## config.mk

```make
export PLATFORM = sky130hd
export DESIGN_NAME = partial_sum_accumulator
export DESIGN_NICKNAME = d
export VERILOG_FILES = /design/src/rtl/cnn_acc_pkg.sv /design/src/rtl/partial_sum_accumulator_sat_add.sv /design/src/rtl/partial_sum_accumulator.sv
export SDC_FILE = /design/constraint.sdc
export NUM_CORES = 1
export LEC_CHECK = 0
export CORE_ASPECT_RATIO = 1.4
export CORE_MARGIN = 2
export CORE_UTILIZATION = 60
export CTS_BUF_LIST = sky130_fd_sc_hd__clkbuf_2 sky130_fd_sc_hd__clkbuf_4 sky130_fd_sc_hd__clkbuf_8
export CTS_CLUSTER_SIZE = 14
export DETAILED_ROUTE_END_ITERATION = 12
export DONT_BUFFER_PORTS = 1
export PLACE_DENSITY = 0.87
export SLEW_MARGIN = 20
export SYNTH_ARGS = -nofsm -noshare
export SYNTH_HDL_FRONTEND = slang
export SYNTH_SLANG_ARGS = --single-unit
```

## constraint.sdc

```tcl
create_clock -name clk -period 2.5 [get_ports clk]
set_clock_uncertainty 0.2 [all_clocks]
set_input_delay 0.5 -clock clk [delete_from_list [all_inputs] [get_ports clk]]
set_output_delay 0.5 -clock clk [all_outputs]
set_load 0.05 [all_outputs]
```

## src/rtl/cnn_acc_pkg.sv

```systemverilog
// Shared types and widths for the CNN partial-sum accumulator slice.
// Optional feature macro: ACC_SATURATE_EN (see sat_add).
package cnn_acc_pkg;

   localparam int ACC_DATA_WIDTH  = 16;
   localparam int ACC_COUNT_WIDTH = 6;

   typedef enum logic [1:0] {
      IDLE  = 2'd0,
      ACCUM = 2'd1,
      DONE  = 2'd2
   } acc_state_t;

endpackage

```

## src/rtl/partial_sum_accumulator_sat_add.sv

```systemverilog
// Combinational accumulator adder: wrap-around by default, signed saturating
// when ACC_SATURATE_EN is defined.
module sat_add
   import cnn_acc_pkg::*;
#(
   parameter int DATA_WIDTH = ACC_DATA_WIDTH
) (
   input  logic [DATA_WIDTH-1:0] a,
   input  logic [DATA_WIDTH-1:0] b,
   output logic [DATA_WIDTH-1:0] sum
);

   logic [DATA_WIDTH-1:0] raw_sum;

   assign raw_sum = a + b;

`ifdef ACC_SATURATE_EN
   logic overflow;

   // Overflow only when both operands share a sign the result does not.
   always_comb begin
      overflow = (a[DATA_WIDTH-1] == b[DATA_WIDTH-1]) &&
                 (raw_sum[DATA_WIDTH-1] != a[DATA_WIDTH-1]);
      if (overflow && a[DATA_WIDTH-1])
         sum = {1'b1, {(DATA_WIDTH-1){1'b0}}};
      else if (overflow)
         sum = {1'b0, {(DATA_WIDTH-1){1'b1}}};
      else
         sum = raw_sum;
   end
`else
   assign sum = raw_sum;
`endif

endmodule

```

## src/rtl/partial_sum_accumulator.sv

```systemverilog
// Accumulates a programmed number of adder-tree partial sums into one pixel
// value; saturation is selected by ACC_SATURATE_EN inside sat_add.
module partial_sum_accumulator
   import cnn_acc_pkg::*;
#(
   parameter int DATA_WIDTH  = ACC_DATA_WIDTH,
   parameter int COUNT_WIDTH = ACC_COUNT_WIDTH
) (
   input  logic                   clk,
   input  logic                   rst_n,
   input  logic                   start,
   input  logic [COUNT_WIDTH-1:0] num_partials,
   input  logic [DATA_WIDTH-1:0]  bias,
   input  logic                   in_valid,
   input  logic [DATA_WIDTH-1:0]  in_data,
   output logic                   in_ready,
   output logic                   out_valid,
   output logic [DATA_WIDTH-1:0]  out_data,
   input  logic                   out_ready,
   output logic                   busy
);

   acc_state_t             state;
   logic [DATA_WIDTH-1:0]  acc;
   logic [DATA_WIDTH-1:0]  acc_sum;
   logic [COUNT_WIDTH-1:0] remaining;

   sat_add #(.DATA_WIDTH(DATA_WIDTH)) u_sat_add (
      .a   (acc),
      .b   (in_data),
      .sum (acc_sum)
   );

   // The accumulator register doubles as the held result while in DONE.
   assign out_data = acc;

   // Handshake outputs are flopped alongside the state so no input reaches
   // them combinationally.
   always_ff @(posedge clk or negedge rst_n) begin
      if (!rst_n) begin
         state     <= IDLE;
         acc       <= '0;
         remaining <= '0;
         in_ready  <= 1'b0;
         out_valid <= 1'b0;
         busy      <= 1'b0;
      end else begin
         case (state)
            IDLE: begin
               if (start) begin
                  acc  <= bias;
                  busy <= 1'b1;
                  if (num_partials != '0) begin
                     remaining <= num_partials;
                     in_ready  <= 1'b1;
                     state     <= ACCUM;
                  end else begin
                     out_valid <= 1'b1;
                     state     <= DONE;
                  end
               end
            end
            ACCUM: begin
               if (in_valid) begin
                  acc       <= acc_sum;
                  remaining <= remaining - 1'b1;
                  if (remaining == COUNT_WIDTH'(1)) begin
                     in_ready  <= 1'b0;
                     out_valid <= 1'b1;
                     state     <= DONE;
                  end
               end
            end
            DONE: begin
               if (out_ready) begin
                  out_valid <= 1'b0;
                  busy      <= 1'b0;
                  state     <= IDLE;
               end
            end
            default: begin
               in_ready  <= 1'b0;
               out_valid <= 1'b0;
               busy      <= 1'b0;
               state     <= IDLE;
            end
         endcase
      end
   end

endmodule
```

==> Word-level counts from Yosys, hierarchy flattened <==
Cells that the tools add are included.
{ "totals": {"register_bits": 27, "input_bits": 43, "output_inout_bits": 19, "elab_cells": 54} }
{ "classes": {"add_sub_neg": 2, "n_eq_ne": 9, "n_mux": 26, "n_bitwise": 2, "n_reduce_logical": 9} }
{ "ops": {"columns": ["op", "count"], "rows": [
  ["16-bit two-way mux", 2],
  ["16-bit one-hot mux with 2 select lines", 1],
  ["6-bit two-way mux", 3],
  ["16-bit adder", 1],
  ["2-bit != test (second input constant)", 6],
  ["6-bit one-hot mux with 2 select lines", 1],
  ["1-bit two-way mux", 10],
  ["2-bit two-way mux", 5],
  ["5-bit AND reduction", 2],
  ["1-bit one-hot mux with 3 select lines", 3],
  ["4-bit AND reduction", 2],
  ["6-bit by 1-bit == test with 1-bit output (second input constant)", 1],
  ["2-bit one-hot mux with 3 select lines", 1],
  ["3-bit AND reduction", 2],
  ["6-bit nonzero test", 1],
  ["6-bit by 1-bit subtractor with 6-bit output (second input constant)", 1],
  ["2-bit by 1-bit == test with 1-bit output (second input constant)", 1],
  ["2-bit == test (second input constant)", 1],
  ["2-bit logical NOT", 1],
  ["1-bit NOT", 2],
  ["2-bit nonzero test", 1]
]} }

==> Longest topological paths before layout <==
Gate-level depths: netlist of run 1.
{ "logic_depth": {"ltp_word": 4, "ltp_mapped": 9, "mapped_depth_nobuf": 9} }

==> Cells and area by module <==
A second synthesis of run 1 with hierarchy kept.
{ "unflattened": {"hier_cells": 260, "area_unflattened_um2": 2134.5} }
{ "modules_own_cells": {"columns": ["module", "instances", "cells_each", "area_each_um2", "seq_area_each_um2"], "rows": [
  ["partial_sum_accumulator", 1, 162, 1410.1, 675.6],
  ["sat_add", 1, 98, 724.4, 0.0]
]} }

==> Worst setup path after synthesis of run 1 <==
Ideal clock, no wire load.
{ "synth_path": {"path_kind": "register to register", "start": "register acc[0], in the netlist out_data[0]", "end": "register acc[12], in the netlist out_data[12]", "setup_time_ns": 0.127, "arrival_time_ns": 2.323, "required_ns": 2.173, "setup_slack_ns": -0.150, "stages_incl_launch_ff": 10, "n_path_buf": 0, "period_less_slack_ns": 2.650, "cell_sequence": "dfrtp_1 -> ha_1 -> fa_1 -> a21o_1 -> a21boi_1 -> o21ai_1 -> a41oi_2 -> o21bai_1 -> xnor2_1 -> o22ai_1"} }
{ "synth_via": {"elab_chain_cells": 3} }
{ "synth_lines": {"columns": ["element", "line_no", "source"], "rows": [
  ["start: declaration", "partial_sum_accumulator.sv:24", "logic [DATA_WIDTH-1:0] acc;"],
  ["start signal: assignment", "partial_sum_accumulator.sv:51", "acc <= bias;"],
  ["start signal: assignment", "partial_sum_accumulator.sv:65", "acc <= acc_sum;"],
  ["16-bit adder", "partial_sum_accumulator_sat_add.sv:15", "assign raw_sum = a + b;"],
  ["16-bit two-way mux", "partial_sum_accumulator.sv:64", "if (in_valid) begin"],
  ["16-bit one-hot mux with 2 select lines", "partial_sum_accumulator.sv:48", "case (state)"]
]} }
No other way between the ends. The select of a mux whose other input is x is not followed.
A chain may end at the register's enable or synchronous reset.

==> Worst setup path after layout of run 1 <==
{ "layout_path": {"start": "register acc[0], in the netlist out_data[0]", "end": "register acc[10], in the netlist out_data[10]"} }
The elaborated chain is that of the path after synthesis.

==> qor.csv, run 1 <==
stage,metric,value,unit
route,drtIter0Drc,87,
global_route,grt_pass1_wl,7.762,mm
synthesis,synth_seq_cells,27,
synthesis,synth_edf_count,0,
power,power_frac_seq,24.2,%
timing,period_needed,2.402,ns
synthesis,synth_fp_nets,305,
critical_path,cp_max_fo,3,
floorplanning,num_rows,24,
global_route,grt_pass1_vias,1893,
synthesis,synth.area.top_cells,"dfrtp_1 34%, ha_1 11%, a21oi_1 8.5%",
synthesis,synth_cell_type_count,41,
finish,antenna_cells,0,
power,swShare,52.30,%
power,p_leak,1.034,nW
global_route,grt_usage,26.31,%
floorplanning,fp.dieW,52.96,µm
finish,final_nets,327,
flow_run,drv_cap,0,
finish,drive_gt1_share,15.85,%
clocking,clock_sink_count,27,
floorplanning,die_h,72.54,µm
synthesis,seq_area_frac_synth,33.56,%
critical_path,startpoint_type,flip-flop,
global_route,use_met2,49.86,%
placed_design,dp.cells,297,
route,drtAntennaViolNets,0,
power,combPwrFrac,68.5,%
placed_design,place.gp.congestion,0.8088,
clocking,insertion_delay,0.27,ns
finish,area_growth,14.36,%
finish,regArea,676.9,µm²
critical_path,reg2reg_depth,10,
critical_path,worstSetupPathType,reg -> reg,
synthesis,synth_area,2013,µm²
global_route,grt_start_max_net_pins,28,
min_path,holdPathStages,2,
clocking,cts-root-buf,clkbuf_8,
global_route,grt_busiest_layer,met2,
critical_path,end_kind,flip-flop,
finish,multi_input_area,1272,µm²
placed_design,portBuffers,0,
synthesis,ys.flop_type,dfrtp_1,
timing,timing.final.ws_setup,0.09756,ns
timing,setup_tns,0,ns
timing,worstMarginPinSlew,0.5801,ns
route,vias_per_cell,6.125,
timing,max_slew_margin,61.32,%
power,peakVddDrop,978.9,µV
timing,fmax,416.2,MHz
placed_design,dpl_cell_area,2210,µm²
critical_path,arrival,2.41,ns
finish,final_cells,304,
placed_design,place_hpwl,3.695,mm
route,vias,1862,
clocking,ctsLongestPathBuffers,2,
power,p_int,1.761,mW
route,drtPass1Iterations,5,
critical_path,cp.required,2.50,ns
synthesis,yosys.area.top_type_share,33.56,%
floorplanning,ios,62,
synthesis,avgSynthCellArea,8.251,µm²
synthesis,synthMostInstantiatedCell,a21oi_1,
synthesis,synth_top_cells_by_count,"34 x a21oi_1, 30 x nand2_1, 27 x dfrtp_1",
timing,setup_viol,0,
floorplanning,core-area,3153,µm²
floorplanning,start_util,63.85,%
power,clkPwrFrac,7.3,%
power,p_per_area,1604,nW/µm²
synthesis,async_reset_ff_share,100.0,%
clocking,cts_tree,done,
run_status,status,"complete, no violations",
global_route,antenna_found_initial,0,
synthesis,yosysTopAreaCell,dfrtp_1,
synthesis,yosys_warnings,0,
min_path,hold_class,in -> reg,
power,p_sw,1.931,mW
synthesis,netlist_instances,244,
global_route,grt-ovfl-total,0,
finish,final_area,2302,µm²
timing,post-route-period-util,96.10,%
clocking,numCtsBuffers,3,
clocking,clk_pin_slew,0.10,ns
floorplanning,die-area,3841,µm²
route,post-route-drc-count,0,
route,avgRoutedWirePerCell,15.70,µm
global_route,grt_use_met3,3.704,%
global_route,gr-usage-met1,29.77,%
clocking,htree_levels,1,
timing,drv_slew,0,
timing,finalHoldViolCount,0,
finish,n_fill_cell,254,
placed_design,place_ws,-0.09082,ns
finish,utilization,73.02,%
route,wl,4.774,mm
[cells by family after synthesis]
group	synth area share, %
AO/OA/AOI/OAI	29.33
XOR/XNOR	5.656
adder cells (fa/ha/maj)	11.56
buffers and inverters	3.667
flip-flops	33.56
AND/OR/NAND/NOR	16.22
[power by group through the flow]
stage          logic [mW]  clock network [mW]  registers, mW
2_1_floorplan        1.48                   0           1.30
3_3_place_gp         2.41                   0          0.891
3_5_place_dp         2.47                   0          0.905
4_1_cts              2.50               0.274          0.895
5_1_grt              2.78               0.285          0.930
6_report             2.53               0.269          0.895
[routing by layer]
metal,vias up,wire [µm]
met3,6,203
met2,51,2657
met4,0,47
met5,-,0
met1,890,1866
li1,915,-
[cell type report]
class | count | area share, %
Clock buffer | 4 | 2.120
Inverter | 8 | 1.304
Multi-Input combinational cell | 198 | 55.27
Sequential cell | 27 | 29.40
Tap cell | 39 | 2.120
Timing Repair Buffer | 28 | 9.783
[flip-flops by register name, indices dropped and copies added (netlist names)]
| name | count |
|---|---|
| in_ready | 1 |
| busy | 1 |
| out_valid | 1 |
| out_data | 16 |
| state | 2 |
| remaining | 6 |
[timing repair]
action,CTS,global route
setup endpoints to repair,1,2
gates resized for setup,1,2
pin swaps,1,2
setup buffers,0,1
endpoints found under the hold margin,27,0
hold buffers,2,0
[metrics by stage]
stage	hold slack, ns	total power [mW]
after detailed placement	0.005011	3.376
after global routing	0.1392	3.991
final	0.1525	3.693
after floorplan	0.004409	2.774
after CTS	0.1452	3.668
after global placement	0.005111	3.305
[worst max-delay path, stage by stage, from the launching register on]
cell and delay, ns:
dfrtp_2 0.42, ha_2 0.18, fa_2 0.36, a21o_1 0.22
a21boi_2 0.16, o21ai_1 0.10, a41oi_2 0.23, buf_4 0.17
xnor2_1 0.10, nand2_1 0.07, a21oi_1 0.12
[layout by cell type (no fill, tap or decap), types with 2 or more instances in the layout]
| master | count |
|---|---|
| dfrtp_1 | 26 |
| a21o_1 | 4 |
| inv_1 | 8 |
| nand2b_1 | 4 |
| a21oi_1 | 34 |
| a22oi_1 | 3 |
| o21ai_0 | 23 |
| nand3_1 | 4 |
| nor2_1 | 20 |
| and2_1 | 2 |
| nor3_1 | 3 |
| o21ai_1 | 4 |
| nor4_1 | 2 |
| o22ai_1 | 4 |
| xor2_1 | 6 |
| nor2b_1 | 2 |
| nand2_1 | 30 |
| buf_4 | 26 |
| ha_1 | 16 |
| o21ai_2 | 2 |
| o31ai_1 | 2 |
| o21a_1 | 3 |
| clkbuf_8 | 3 |
| xnor2_1 | 7 |
| o211ai_1 | 3 |
| and3_1 | 2 |
| a31oi_1 | 3 |
[worst paths after layout]
check,start,endpoint,slack (ns)
setup / recovery,out_data[0],out_data[10],0.1
hold / removal,num_partials[0],remaining[0],0.15
setup reg to reg,out_data[0],out_data[10],0.1
hold reg to reg,remaining[1],remaining[1],0.33
max in group asynchronous,rst_n,out_data[0],1.47
min in group asynchronous,rst_n,remaining[3],0.46
No activity file was read; power rests on OpenSTA's default activity.
==> run 2: changes to the inputs <==
--- a/config.mk
+++ b/config.mk
@@ -14,2 +14,3 @@
 export DONT_BUFFER_PORTS = 1
+export GPL_ROUTABILITY_DRIVEN = 0
 export PLACE_DENSITY = 0.87
==> constraint.sdc (replaced) <==
create_clock -name clk -period 2.5 [get_ports clk]
set_clock_uncertainty 0.2 [all_clocks]
set_input_delay 0.375 -clock clk [delete_from_list [all_inputs] [get_ports clk]]
set_output_delay 0.375 -clock clk [all_outputs]
set_load 0.05 [all_outputs]
==> run 2 against run 1 <==
Against the previous run: total power about the same; highest routed layer unchanged; setup slack improved by 0.020 ns; largest cell class unchanged; sequential cell count is the same; global-route usage up 3.1 points; core utilization shrank 0.95 points; first-iteration DRC count is 38% lower; critical path type unchanged; hold slack lost 0.14 ns.
==> qor.csv, run 2 (synthesized netlist as in run 1, its figures left out) <==
stage,metric,value,unit,change
floorplanning,start_util,63.85,%,unchanged
finish,utilization,72.06,%,was 73.02%
finish,final_nets,323,,was 327
critical_path,r2r-start,out_data[1],,was out_data[0]
route,wl,5.086,mm,was 4.774 mm
finish,final_cell_mix,"34 x a21oi_1, 30 x nand2_1, 26 x dfrtp_1",,"was 34 x a21oi_1, 30 x nand2_1, 26 x dfrtp_1, 26 x buf_4, 23 x o21ai_0"
critical_path,startpoint_type,flip-flop,,unchanged
finish,final_area,2272,µm²,was 2302 µm²
power,p_leak,1.015,nW,was 1.034 nW
critical_path,cp-startpoint,out_data[1],,was out_data[0]
clocking,numCtsBuffers,3,,unchanged
global_route,grt_start_max_net_pins,28,,unchanged
floorplanning,die-area,3841,µm²,unchanged
min_path,min_to,remaining[0],,unchanged
clocking,cts-root-buf,clkbuf_8,,unchanged
power,p_per_area,1625,nW/µm²,was 1604 nW/µm²
clocking,insertion_delay,0.28,ns,was 0.27 ns
clocking,clock_sink_count,27,,unchanged
route,avgRoutedWirePerCell,16.95,µm,was 15.70 µm
timing,rsz0062_at_grt,true,,
placed_design,portBuffers,0,,unchanged
critical_path,worstSetupPathType,reg -> reg,,unchanged
critical_path,cp.required,2.48,ns,was 2.50 ns
route,drtPass1Iterations,5,,unchanged
global_route,grt_pass1_vias,1941,,was 1893
critical_path,arrival,2.36,ns,was 2.41 ns
timing,worstMarginPinSlew,0.6358,ns,was 0.5801 ns
timing,finalHoldViolCount,0,,unchanged
clocking,htree_levels,1,,unchanged
floorplanning,fp.dieW,52.96,µm,unchanged
global_route,grt-ovfl-total,0,,unchanged
placed_design,place_hpwl,3.904,mm,was 3.695 mm
timing,drv_slew,0,,unchanged
power,peakVddDrop,862.6,µV,was 978.9 µV
placed_design,dpl_cell_area,2180,µm²,was 2210 µm²
route,drtAntennaViolNets,0,,unchanged
critical_path,reg2reg_depth,8,,was 10
route,vias,1828,,was 1862
finish,antenna_cells,0,,unchanged
finish,n_fill_cell,272,,was 254
run_status,status,"complete, no violations",,unchanged
min_path,holdPathStages,2,,unchanged
timing,fmax,419.7,MHz,was 416.2 MHz
floorplanning,num_rows,24,,unchanged
route,drtIter0Drc,54,,was 87
finish,area_growth,12.87,%,was 14.36%
min_path,hp-start,num_partials[0],,unchanged
timing,period_needed,2.383,ns,was 2.402 ns
critical_path,worstReg2RegEnd,out_data[15],,was out_data[10]
timing,max_slew_margin,57.61,%,was 61.32%
clocking,clk_pin_slew,0.10,ns,about the same
finish,layout_commonest_cell,a21oi_1,,unchanged
global_route,grt_usage,29.36,%,was 26.31%
floorplanning,ios,62,,unchanged
clocking,cts_tree,done,,unchanged
timing,post-route-period-util,95.30,%,was 96.10%
finish,largest_reg_flops,16,,unchanged
route,vias_per_cell,6.093,,was 6.125
floorplanning,core-area,3153,µm²,unchanged
clocking,ctsLongestPathBuffers,2,,unchanged
flow_run,drv_cap,0,,unchanged
finish,drive_gt1_share,14.56,%,was 15.85%
floorplanning,die_h,72.54,µm,unchanged
route,post-route-drc-count,0,,unchanged
critical_path,cp_max_fo,4,,was 3
critical_path,rrSetupSlack,0.12,ns,was 0.1 ns
min_path,hold_class,in -> reg,,unchanged
timing,setup_viol,0,,unchanged
critical_path,end_kind,flip-flop,,unchanged
global_route,antenna_found_initial,0,,unchanged
global_route,grt_pass1_wl,8.418,mm,was 7.762 mm
-- run 2: worst max-delay path by stage --
| stage | end | slack [ns] | cells past startpoint |
|---|---|---|---|
| floorplan | out_data[12] | 0.05 | 9 |
| global placement | out_data[12] | 0.1 | 9 |
| detailed placement | out_data[14] | -0.007 | 9 |
| CTS | out_data[14] | 0.03 | 9 |
| global route | out_data[12] | -0.02 | 9 |
| finish | out_data[15] | 0.12 | 8 |
-- run 2: layer usage --
metal,routed length (µm),vias to the layer above,part of all wire [%],global-route usage (%)
met5,0,-,0,0
met4,110,0,2.2,11.97
met3,248,13,4.9,5.144
met2,2872,64,56,56.94
met1,1854,842,36,29.29
li1,-,909,-,-
-- run 2: what timing repair did --
action / 4_1_cts / 5_1_grt
gates resized for setup: 2 / 1
setup buffers: 0 / 1
endpoints found under the hold margin: 27 / 0
setup endpoints to repair: 2 / 3
hold buffers: 2 / 0
pin swaps: 1 / 3
-- run 2: worst max-delay path, stage by stage (launching register included) --
cell	delay, ns
dfrtp_1	0.44
ha_1	0.34
a211oi_2	0.27
o21ai_2	0.12
a31oi_4	0.24
o21ai_1	0.14
xor2_1	0.17
o21a_1	0.18
o22a_1	0.18
-- run 2: final cells by class --
cell class	instances	area (µm²)	area share, %
clock buffer	4	48.80	2.148
tap	39	48.80	2.148
sequential	27	676.9	29.79
timing repair buffer	24	195.2	8.590
multi-input combinational	198	1272	56.00
inverter	8	30.03	1.322
-- run 2: per-stage QoR --
step	TNS [ns]	instances	hold slack, ns	total power [mW]	setup slack (ns)
finish	0	300	0.01122	3.693	0.1174
global route	-0.02648	300	0.005400	3.983	-0.02445
CTS	0	299	0.01521	3.673	0.02921
detailed placement	-0.007255	293	-0.1200	3.371	-0.007255
global placement	0	293	-0.1200	3.267	0.09791
floorplan	0	244	-0.1206	2.774	0.05170
-- run 2: report_power, final --
group,switching (mW),internal [mW],total (mW)
logic,1.56,0.963,2.52
registers,0.255,0.646,0.901
clock network,0.148,0.125,0.273
==> run 3: changes to the inputs <==
Settings changed: ABC_AREA from default to 1, CORE_UTILIZATION 60 to 54, PLACE_DENSITY 0.87 to 0.8.
==> run 3 against run 2 <==
Against the previous run: register-to-register slack improved by 0.28 ns; sequential cell count unchanged; sequential share of layout area down 3.2 points; synthesized cell count is 49% higher; critical path type unchanged; die area increased by 26%; synthesized area up 15%; global-route usage fell by 5.0 points; total power up 12%.
==> qor.csv, run 3 <==
stage,metric,value,unit,change
finish,final_cell_mix,"135 x nand2_1, 55 x inv_1, 27 x nand3_1, 27 x dfrtp_1, 23 x nor2_1",,"was 34 x a21oi_1, 30 x nand2_1, 26 x dfrtp_1"
global_route,use_met2,44.07,%,was 56.94%
power,fin_total_pwr,4.120,mW,was 3.693 mW
global_route,grt_usage,24.40,%,was 29.36%
finish,final_nets,442,,was 323
finish,utilization,61.04,%,was 72.06%
finish,largest_reg_flops,16,,unchanged
synthesis,yosysTopAreaCell,dfrtp_1,,unchanged
global_route,grt_start_max_net_pins,28,,unchanged
floorplanning,die_h,81.47,µm,was 72.54 µm
route,drtPass1Iterations,4,,was 5
power,p_int,1.767,mW,was 1.734 mW
timing,finalHoldViolCount,0,,unchanged
timing,setup_viol,0,,unchanged
power,clkPwrFrac,6.6,%,was 7.4%
critical_path,arrival,2.07,ns,was 2.36 ns
floorplanning,num_rows,28,,was 24
clocking,clock_sink_count,27,,unchanged
critical_path,cp.required,2.47,ns,was 2.48 ns
critical_path,path_buf_inv,0,,unchanged
critical_path,path_cells,ha_1 -> fa_1 -> nand2_1 -> nand2_1 -> and2_1 -> nand2_1 -> nand2_1 -> xnor2_1 -> nand2_1 -> nand2_1 -> nand2_1,,was ha_1 -> a211oi_2 -> o21ai_2 -> a31oi_4 -> o21ai_1 -> xor2_1 -> o21a_1 -> o22a_1
power,p_sw,2.353,mW,was 1.959 mW
placed_design,portBuffers,0,,unchanged
power,peakVddDrop,1123,µV,was 862.6 µV
finish,layout_commonest_cell,nand2_1,,was a21oi_1
clocking,cts_tree,done,,unchanged
timing,worstMarginPinSlew,0.5096,ns,was 0.6358 ns
timing,setup_tns,0,ns,unchanged
timing,drv_slew,0,,unchanged
clocking,cts-root-buf,clkbuf_8,,unchanged
clocking,holdBufCountCts,2,,unchanged
timing,max_slew_margin,66.02,%,was 57.61%
route,avgRoutedWirePerCell,13.27,µm,was 16.95 µm
synthesis,synth_seq_cells,27,,unchanged
timing,post-route-period-util,84.02,%,was 95.30%
synthesis,synth_fp_nets,424,,was 305
clocking,cts_post_setup_buffers_inserted,0,,unchanged
finish,antenna_cells,0,,unchanged
power,power_frac_seq,22.9,%,was 24.4%
timing,fmax,476.1,MHz,was 419.7 MHz
critical_path,end_kind,flip-flop,,unchanged
global_route,grt_busiest_layer,met2,,unchanged
synthesis,synth_edf_count,0,,unchanged
floorplanning,die-area,4834,µm²,was 3841 µm²
finish,area_growth,9.946,%,was 12.87%
finish,drive_gt1_share,9.211,%,was 14.56%
route,drtIter0Drc,104,,was 54
critical_path,cp_max_fo,3,,was 4
route,post-route-drc-count,0,,unchanged
power,swShare,57.12,%,was 53.05%
global_route,grt_pass1_vias,2251,,was 1941
floorplanning,ios,62,,unchanged
floorplanning,fp.dieW,59.34,µm,was 52.96 µm
synthesis,synth.area.top_cells,"dfrtp_1 29%, nand2_1 22%, ha_1 9.2%",,"was dfrtp_1 34%, ha_1 11%, a21oi_1 8.5%"
synthesis,ys.flop_type,dfrtp_1,,unchanged
critical_path,critPathSlowestCell,dfrtp_1,,unchanged
clocking,clk_pin_slew,0.10,ns,about the same
timing,rsz0062_at_grt,false,,was true
synthesis,synth_cell_type_count,28,,was 41
route,vias_per_cell,5.395,,was 6.093
flow_run,drv_cap,0,,unchanged
global_route,gr-usage-met1,28.36,%,was 29.29%
global_route,grt-ovfl-total,0,,unchanged
global_route,grt_pass1_wl,9.218,mm,was 8.418 mm
synthesis,yosys_warnings,0,,unchanged
run_status,status,"complete, no violations",,unchanged
route,vias,2293,,was 1828
critical_path,cpLargestDelayFamily,simple AND/OR/NAND/NOR gates,,was compound AO/OA/AOI/OAI gates
synthesis,avgSynthCellArea,6.377,µm²,was 8.251 µm²
clocking,ctsLongestPathBuffers,2,,unchanged
synthesis,synth_area,2315,µm²,was 2013 µm²
clocking,numCtsBuffers,3,,unchanged
critical_path,startpoint_type,flip-flop,,unchanged
clocking,insertion_delay,0.27,ns,was 0.28 ns
route,wl,5.640,mm,was 5.086 mm
critical_path,slowest_delay,0.40,ns,was 0.44 ns
power,p_per_area,1619,nW/µm²,was 1625 nW/µm²
synthesis,synthMostInstantiatedCell,nand2_1,,was a21oi_1
min_path,hold_class,in -> reg,,unchanged
critical_path,worstSetupPathType,reg -> reg,,unchanged
synthesis,async_reset_ff_share,100.0,%,unchanged
power,p_leak,1.457,nW,was 1.015 nW
timing,period_needed,2.101,ns,was 2.383 ns
synthesis,netlist_instances,363,,was 244
route,drtAntennaViolNets,0,,unchanged
global_route,antenna_found_initial,0,,unchanged
synthesis,yosys.area.top_type_share,29.19,%,was 33.56%
clocking,htree_levels,1,,unchanged
power,combPwrFrac,70.5,%,was 68.2%
synthesis,seq_area_frac_synth,29.19,%,was 33.56%
placed_design,place_hpwl,4.452,mm,was 3.904 mm
global_route,grt_use_met3,3.937,%,was 5.144%
synthesis,synth_top_cells_by_count,"135 x nand2_1, 55 x inv_1, 27 x dfrtp_1, 27 x nand3_1, 23 x nor2_1",,"was 34 x a21oi_1, 30 x nand2_1, 27 x dfrtp_1"
critical_path,path_common_cell,nand2_1,,
clocking,cts_resized,0,,was 2
floorplanning,core-area,4169,µm²,was 3153 µm²
floorplanning,start_util,55.52,%,was 63.85%
==> run 3: worst paths after layout <==
path / start / end / cells past startpoint / slack [ns]
max: out_data[0] / out_data[8] / 11 / 0.40
min in group asynchronous: rst_n / state[1] / 2 / 0.33
max reg2reg: out_data[0] / out_data[8] / 11 / 0.40
min reg2reg: remaining[2] / remaining[2] / 2 / 0.29
min: bias[1] / out_data[1] / 2 / 0.06
max in group asynchronous: rst_n / out_data[8] / 2 / 1.61
==> run 3: per-layer routing <==
metal | up-vias | part of all wire, % | routed length, µm
met5 | - | 0 | 0
met1 | 1047 | 39 | 2213
met2 | 60 | 53 | 3002
met3 | 12 | 5.2 | 291
met4 | 0 | 2.3 | 132
li1 | 1174 | - | -
==> run 3: layout make-up <==
cell class	count	area [µm²]
Tap cell	45	56.30
Inverter	57	214.0
Multi-Input combinational cell	271	1378
Fill cell	418	1624
Sequential cell	27	675.6
Timing Repair Buffer	21	172.7
Clock buffer	4	48.80
==> run 3: kinds of logic (layout without fill, tap and decap cells) <==
logic type / Yosys count / count (layout) / share of synthesized area, %
xor gates and xnor gates: 7 / 7 / 2.649
AOI/OAI and AO/OA: 45 / 45 / 11.14
and+or+nand+nor: 201 / 201 / 35.68
DFF: 27 / 27 / 29.19
adders and majority gates: 18 / 18 / 10.05
buffers and inverters: 65 / 82 / 11.30
==> run 3: power groups by stage <==
stage / sequential, mW / clock (mW) / combinational (mW)
floorplan: 1.38 / 0 / 1.81
global placement: 0.942 / 0 / 2.80
detailed placement: 0.952 / 0 / 2.88
CTS: 0.945 / 0.271 / 2.90
global route: 0.970 / 0.282 / 3.27
finish: 0.945 / 0.270 / 2.90
==> run 3: stage by stage <==
stage	cell area, µm²	setup WS [ns]	cells	hold slack (ns)
5_1_grt	2545	0.2603	425	0.06996
3_5_place_dp	2466	0.4179	419	-0.1201
4_1_cts	2545	0.3937	425	0.06059
3_3_place_gp	2466	0.4988	419	-0.1199
2_1_floorplan	2315	0.2889	363	-0.1206
6_report	2545	0.3995	425	0.05634
==> run 3: worst register-to-register path, delay by kind of cell (launching register included) <==
family / cells / cell delay [ns]
AND/OR/NAND/NOR: 8 / 0.62
adder cells (fa/ha/maj): 2 / 0.62
flip-flops: 1 / 0.40
XOR/XNOR: 1 / 0.15
